## src/rtl/uart_tx_arbiter.sv

```systemverilog
// Round-robin scheduler sharing one UART transmitter between four byte requesters.
// Define UART_ARB_FIXED_PRIORITY_EN for fixed priority (requester 0 highest) instead of round-robin.
module uart_tx_arbiter #(
    parameter int BUSY_TIMEOUT = 16384,
    parameter int TO_W         = 15
) (
    input  logic        clock,
    input  logic        reset,
    input  logic [3:0]  req,
    input  logic [31:0] req_data,
    output logic [3:0]  ack,
    output logic [1:0]  grant_id,
    output logic        active,
    output logic        timeout_err,
    output logic [7:0]  Tx_DATA,
    output logic        Tx_WR,
    output logic        Tx_EN,
    input  logic        Tx_BUSY
);

    typedef enum logic [2:0] {
        IDLE,
        LOAD,
        WRITE,
        WAIT_START,
        WAIT_END,
        GAP
    } state_t;

    state_t          state_q, state_d;
    logic [TO_W-1:0] cnt_q, cnt_d;
    logic [7:0]      tx_data_q, tx_data_d;
    logic [3:0]      ack_q, ack_d;
    logic [1:0]      grant_id_q, grant_id_d;
    logic            tx_en_q, tx_en_d;
    logic            tx_wr_q, tx_wr_d;
    logic            timeout_err_q, timeout_err_d;
    logic [1:0]      win;

`ifdef UART_ARB_FIXED_PRIORITY_EN
    always_comb begin
        win = 2'd0;
        for (int i = 3; i >= 0; i--) begin
            if (req[i]) win = 2'(i);
        end
    end
`else
    logic [1:0] ptr_q, ptr_d;

    // Scan from the farthest offset down so the nearest requester after ptr wins.
    always_comb begin
        win = ptr_q;
        for (int k = 3; k >= 0; k--) begin
            if (req[ptr_q + 2'(k)]) win = ptr_q + 2'(k);
        end
    end
`endif

    always_comb begin
        // NOTE: every _d starts from its hold value (or its idle pulse value) so no path infers a latch.
        state_d       = state_q;
        cnt_d         = cnt_q;
        tx_data_d     = tx_data_q;
        grant_id_d    = grant_id_q;
        tx_en_d       = tx_en_q;
        ack_d         = 4'b0000;
        tx_wr_d       = 1'b0;
        timeout_err_d = 1'b0;
`ifndef UART_ARB_FIXED_PRIORITY_EN
        ptr_d         = ptr_q;
`endif

        case (state_q)
            IDLE: begin
                if (|req) begin
                    tx_data_d  = req_data[{win, 3'b000} +: 8];
                    ack_d      = 4'b0001 << win;
                    grant_id_d = win;
                    tx_en_d    = 1'b1;
`ifndef UART_ARB_FIXED_PRIORITY_EN
                    ptr_d      = win + 2'd1;
`endif
                    state_d    = LOAD;
                end
            end
            LOAD: begin
                tx_wr_d = 1'b1;
                state_d = WRITE;
            end
            WRITE: begin
                cnt_d   = '0;
                state_d = WAIT_START;
            end
            WAIT_START: begin
                if (Tx_BUSY) begin
                    state_d = WAIT_END;
                end else if (cnt_q == TO_W'(BUSY_TIMEOUT - 1)) begin
                    // The transmitter never accepted the frame; give up and free the bus.
                    timeout_err_d = 1'b1;
                    tx_en_d       = 1'b0;
                    state_d       = GAP;
                end else begin
                    cnt_d = cnt_q + 1'b1;
                end
            end
            WAIT_END: begin
                if (!Tx_BUSY) begin
                    tx_en_d = 1'b0;
                    state_d = GAP;
                end
            end
            GAP: begin
                state_d = IDLE;
            end
            default: begin
                state_d = IDLE;
            end
        endcase
    end

    // NOTE: state is updated with non-blocking assignments so every flop samples pre-edge values.
    always_ff @(posedge clock or posedge reset) begin
        if (reset) begin
            state_q       <= IDLE;
            cnt_q         <= '0;
            tx_data_q     <= 8'h00;
            ack_q         <= 4'b0000;
            grant_id_q    <= 2'd0;
            tx_en_q       <= 1'b0;
            tx_wr_q       <= 1'b0;
            timeout_err_q <= 1'b0;
        end else begin
            state_q       <= state_d;
            cnt_q         <= cnt_d;
            tx_data_q     <= tx_data_d;
            ack_q         <= ack_d;
            grant_id_q    <= grant_id_d;
            tx_en_q       <= tx_en_d;
            tx_wr_q       <= tx_wr_d;
            timeout_err_q <= timeout_err_d;
        end
    end

`ifndef UART_ARB_FIXED_PRIORITY_EN
    always_ff @(posedge clock or posedge reset) begin
        if (reset) begin
            ptr_q <= 2'd0;
        end else begin
            ptr_q <= ptr_d;
        end
    end
`endif

    assign ack         = ack_q;
    assign grant_id    = grant_id_q;
    assign active      = (state_q != IDLE);
    assign timeout_err = timeout_err_q;
    assign Tx_DATA     = tx_data_q;
    assign Tx_WR       = tx_wr_q;
    assign Tx_EN       = tx_en_q;

endmodule

```

## config.mk

```make
export PLATFORM = sky130hd
export DESIGN_NAME = uart_tx_arbiter
export DESIGN_NICKNAME = d
export VERILOG_FILES = /design/src/rtl/uart_tx_arbiter.sv
export SDC_FILE = /design/constraint.sdc
export NUM_CORES = 1
export LEC_CHECK = 0
export CAP_MARGIN = 5
export CORE_MARGIN = 4
export CORE_UTILIZATION = 48
export DETAILED_ROUTE_END_ITERATION = 10
export PLACE_DENSITY = 0.8
export SYNTH_ARGS = -nofsm -noshare
export SYNTH_HDL_FRONTEND = slang
export SYNTH_SLANG_ARGS = --single-unit
```

## constraint.sdc

```tcl
create_clock -name clock -period 3.1 [get_ports clock]
set_input_delay 0.93 -clock clock [delete_from_list [all_inputs] [get_ports clock]]
set_output_delay 0.93 -clock clock [all_outputs]
set_load 0.005 [all_outputs]
```

==> flow_summary.toml, run 1 <==
[status]
status = "completed"

[synth]
synth_edf_count = 0
synthCells = 207
ys_ff_latch = 37
synthesis.nets = 247
synth_async_sr_flop_share_pct = 100
synth_common_cells = "dfrtp_1, nand2_1, nor2_1, mux2i_1, inv_1"
ys.warnings.count = 0
ys_types = 48
yosysMostFrequentCell = "dfrtp_1"
syn_area_mm2 = 0.00202
synth_area_leaders = "dfrtp_1, mux2i_1, nand2_1"
ys_seq_area_share_pct = 45.7
synth_top_area_share_pct = 45.7
synthFlopType = "dfrtp_1"
syn_area_per_cell_um2 = 9.78
synth_area_leader_cell = "dfrtp_1"

[timing]
finalHoldViolCount = 0
grt_setup_unrepaired = "no"
min_period_ns = 2.79
maxSlewHeadroom_pct = 46.5
fin_setup_tns_ns = 0
max_freq_mhz = 359
setup_viol = 0
drv_slew = 0
period_share_pct = 89.9
fin_worst_skew_ns = 0.00863
hold_ws_ns = 0.494
tightest_slew_ns = 0.800

[placement]
place.gp.congestion = 0.840
dp_hpwl_um = 3660
port_buffers = 56

[grt]
grt_max_degree = 38
grt_pass1_vias = 1753
track_usage_pct = 19.9
grt.overflow.total = 0
grt_antenna_before_repair = 0
grt_pass1_wl_um = 8200

[clocking]
cts_buffer_depth = 2
cts_tree = "yes"
cts.sinks = 37
cts_setup_buffers = 0
clk_latency_ns = 0.29
cts_made_buffers = 5
clk_pin_slew_worst_paths_ns = 0.07
cts-root-buf = "clkbuf_8"
cts_resized = 0
hold_buffers = 0
cts.htree.levels = 2

[setup_path]
path_class = "in2reg"
cp_max_fo = 6
path_cells = "clkdlybuf4s50_1 -> and2_4 -> or4_4 -> a311o_1 -> or4_1 -> a21oi_1"
crit_arrival_ns = 2.99
end_kind = "flip-flop"
startpoint_type = "primary input"
worst_r2r_startpoint = "cnt_q[0]$_DFFE_PP0P_"
required_ns = 3.31
crit_start = "Tx_BUSY"
cp_slowest_cell = "or4_4"
max_stage_delay_ns = 0.53

[min_path]
min_from = "Tx_DATA[2]$_DFFE_PP0P_"
worstHoldPathType = "reg2reg"

[flow_run]
max_cap_viol_count = 0

[detailed_routing]
ant_nets = 0
dr.pass1.iters = 4
drt-total-wl_um = 4900
vias = 1796
via_per_inst = 5.70
first_iter_violations = 90
drc = 0
wl_per_cell_um = 15.6

[cells_and_area]
area_growth_pct = 34.0
finalNetCount = 304
ff_latch_area_um2 = 926
fillers = 341
fin_util_pct = 67.3
antenna_cells = 0
drive_above_1_share_pct = 6.42
multiInputGateArea_um2 = 993

[floorplanning]
core-area_mm2 = 0.00403
die_x_um = 72.9
die_h_um = 72.9
start_util_pct = 50.2
dieArea_mm2 = 0.00532
io_pins = 57
row_count = 23

[power]
ir_drop_mv = 0.461
p_per_area_mw_per_mm2 = 706
leakagePower_uw = 0.00116
where the power goes:
part           internal (µW)  switching, µW
clock                    156            171
combinational            450            391
sequential               621            127
total                   1230            690
critical path: cells and delay by family:
kind | cells | cell delay [ns]
and+or+nand+nor | 3 | 1.12
buffers and inverters | 1 | 0.42
AOI/OAI and AO/OA | 2 | 0.51
layout make-up:
class                           instances  share of cell area [%]
Clock buffer                            6                    2.68
Inverter                               10                    1.38
Timing Repair Buffer                   61                    22.5
Multi-Input combinational cell        149                    36.6
Clock inverter                          2                   0.369
Sequential cell                        37                    34.1
Tap cell                               50                    2.31
cells in the final DEF, fill, tap and decap left out, types with 6 or more instances in the layout:
master and n:
o21ai_0 6, nor2_1 16, clkdlybuf4s50_1 56, o221ai_1 7, mux2i_1 15, a21oi_1 8, nand2_1 20, xnor2_1 8
inv_1 10, dfrtp_1 37
sequential cells by signal, indices dropped and copies added, names as in the netlist:
signal and count:
Tx_DATA 8, Tx_EN 1, Tx_WR 1, ack 4, cnt_q 15, grant_id 2
ptr_q 2, state_q 3, timeout_err 1
per-stage QoR:
step,total power [µW],setup slack (ns),cell area [µm²],cells
CTS,1930,0.313,2710,315
detailed placement,1600,0.0231,2630,307
global route,2060,0.227,2710,315
finish,1920,0.314,2710,315
global placement,1570,0.0688,2630,307
floorplan,1240,0.454,2020,207
kinds of logic (layout without fill, tap and decap cells):
kind of cell             count (synthesis)  after routing  share of synthesized area [%]
AO/OA/AOI/OAI                           51             51                           18.2
XOR/XNOR                                 8              8                           3.46
adder cells (fa/ha/maj)                  1              1                          0.618
buffers and inverters                   21             79                           5.19
flip-flops                              37             37                           45.7
multiplexers                            16             16                           7.97
AND/OR/NAND/NOR                         73             73                           18.8
final timing paths:
| kind | end | slack, ns | cells after the start |
|---|---|---|---|
| worst max register to register | cnt_q[13]$_DFFE_PP0P_ | 0.82 | 6 |
| worst min-delay path | Tx_DATA[2]$_DFFE_PP0P_ | 0.49 | 2 |
| max in group asynchronous | cnt_q[14]$_DFFE_PP0P_ | 1.73 | 3 |
| worst max-delay path | cnt_q[13]$_DFFE_PP0P_ | 0.31 | 6 |
| min in group asynchronous | cnt_q[10]$_DFFE_PP0P_ | 1.05 | 3 |
| worst min register to register | Tx_DATA[2]$_DFFE_PP0P_ | 0.49 | 2 |
layer usage:
layer | share of wire (%) | up-vias | GRT usage (%)
li1 | - | 881 | -
met3 | 2.8 | 8 | 3.44
met5 | 0 | - | 0
met1 | 43 | 878 | 25.4
met4 | 1.5 | 0 | 7.58
met2 | 53 | 29 | 33.8
(Power assumes the default switching activity.)
==> inputs of run 2 (changes only) <==
CELL_PAD_IN_SITES_DETAIL_PLACEMENT = 1   (was unset)
CELL_PAD_IN_SITES_GLOBAL_PLACEMENT = 2   (was unset)
CORE_UTILIZATION = 29   (was 48)
PLACE_DENSITY = unset   (was 0.8)
PLACE_DENSITY_LB_ADDON = 0.1   (was unset)
==> run 2 against run 1 <==
Wire length rose by 13%. Via count fell by 0.61%. Utilization fell by 26 points. Largest cell class unchanged. Power rose by 7.7%. First-iteration DRC count fell by 42%.
==> flow_summary.toml, run 2 (synthesis gave the netlist of run 1 again) <==
[min_path]
min_from = "Tx_DATA[7]$_DFFE_PP0P_"
worstHoldPathType = "reg2reg"

[timing]
hold_ws_ns = 0.493
drv_slew = 0
fin_ws_ns = 0.374
tightest_slew_ns = 0.838
max_freq_mhz = 367
finalHoldViolCount = 0
fin_setup_tns_ns = 0
min_period_ns = 2.73
period_share_pct = 87.9
fin_worst_skew_ns = 0.00527
grt_setup_unrepaired = "no"
setup_viol = 0
maxSlewHeadroom_pct = 44.0

[clocking]
clk_pin_slew_worst_paths_ns = 0.07
cts.sinks = 37
cts-root-buf = "clkbuf_8"
cts_resized = 0
cts.htree.levels = 2
clk_latency_ns = 0.28
hold_buffers = 0
cts_buffer_depth = 2
cts_setup_buffers = 0
cts_tree = "yes"
cts_made_buffers = 5

[cells_and_area]
top_register = "cnt_q"
antenna_cells = 0
mostFrequentLayoutCells = "clkdlybuf4s50_1, dfrtp_1, nand2_1, nor2_1, mux2i_1"
finalNetCount = 308
layout.cells.non_filler = 365
layout_commonest_cell = "clkdlybuf4s50_1"
drive_above_1_share_pct = 7.81
largest_register_ffs = 15
fin_util_pct = 41.7
area_growth_pct = 40.0

[grt]
grt_max_degree = 38
track_usage_pct = 13.8
grt_pass1_wl_um = 9270
grt_antenna_before_repair = 0
grt.overflow.total = 0
grt_pass1_vias = 1884

[status]
status = "completed"

[power]
p_per_area_mw_per_mm2 = 728
ir_drop_mv = 0.230
leakagePower_uw = 0.00119

[floorplanning]
die_h_um = 91.6
io_pins = 57
dieArea_mm2 = 0.00838
row_count = 30
start_util_pct = 29.8
die_x_um = 91.6
core-area_mm2 = 0.00679

[placement]
dp_hpwl_um = 4160
place.gp.congestion = 0.703
port_buffers = 56
placed_cells = 357
pre_cts_ws_ns = 0.0787

[setup_path]
crit_start = "Tx_BUSY"
startpoint_type = "primary input"
worst_r2r_startpoint = "state_q[0]$_DFFE_PP0P_"
required_ns = 3.31
path_class = "in2reg"
end_kind = "flip-flop"
crit_arrival_ns = 2.93
cp_max_fo = 3

[detailed_routing]
vias = 1785
ant_nets = 0
drc = 0
wl_per_cell_um = 15.2
via_per_inst = 4.89
first_iter_violations = 52
dr.pass1.iters = 4
drt-total-wl_um = 5550

[flow_run]
max_cap_viol_count = 0
## run 2: power by group
group,internal [µW],switching (µW)
Sequential,621,115
Combinational,468,427
Clock,262,171
## run 2: area by class of cell
cell class	count	area, µm²
well taps	96	120
multi-input cells	149	993
clock buffers	7	86.3
repair buffers	65	641
clock inverters	1	30.0
inverters	10	37.5
fillers	789	3960
flip-flops and latches	37	926
## run 2: stage by stage
step	power, µW	cell area (µm²)
finish	2060	2830
floorplan	1240	2020
detailed placement	1660	2720
CTS	2110	2830
global route	2230	2830
global placement	1650	2720
## run 2: worst max-delay path: stages
cell and delay (ns):
clkdlybuf4s50_1 0.42, and2_4 0.17, or4_4 0.53, a311o_1 0.31, or4_1 0.40, a21oi_1 0.16
## run 2: routing by layer
layer | track usage (%) | wire [µm]
met5 | 0 | 0
met4 | 3.77 | 42
met3 | 5.14 | 414
met2 | 21.8 | 2530
met1 | 17.7 | 2560
## run 2: path summary, 6_finish.rpt
check                                    endpoint  slack, ns  cells past startpoint
min                        Tx_DATA[7]$_DFFE_PP0P_       0.49                      2
max                         cnt_q[13]$_DFFE_PP0P_       0.37                      6
min reg2reg                Tx_DATA[7]$_DFFE_PP0P_       0.49                      2
min in group asynchronous        ack[3]$_DFF_PP0_       1.06                      3
max reg2reg                 cnt_q[13]$_DFFE_PP0P_       0.90                      6
max in group asynchronous  Tx_DATA[4]$_DFFE_PP0P_       1.69                      3
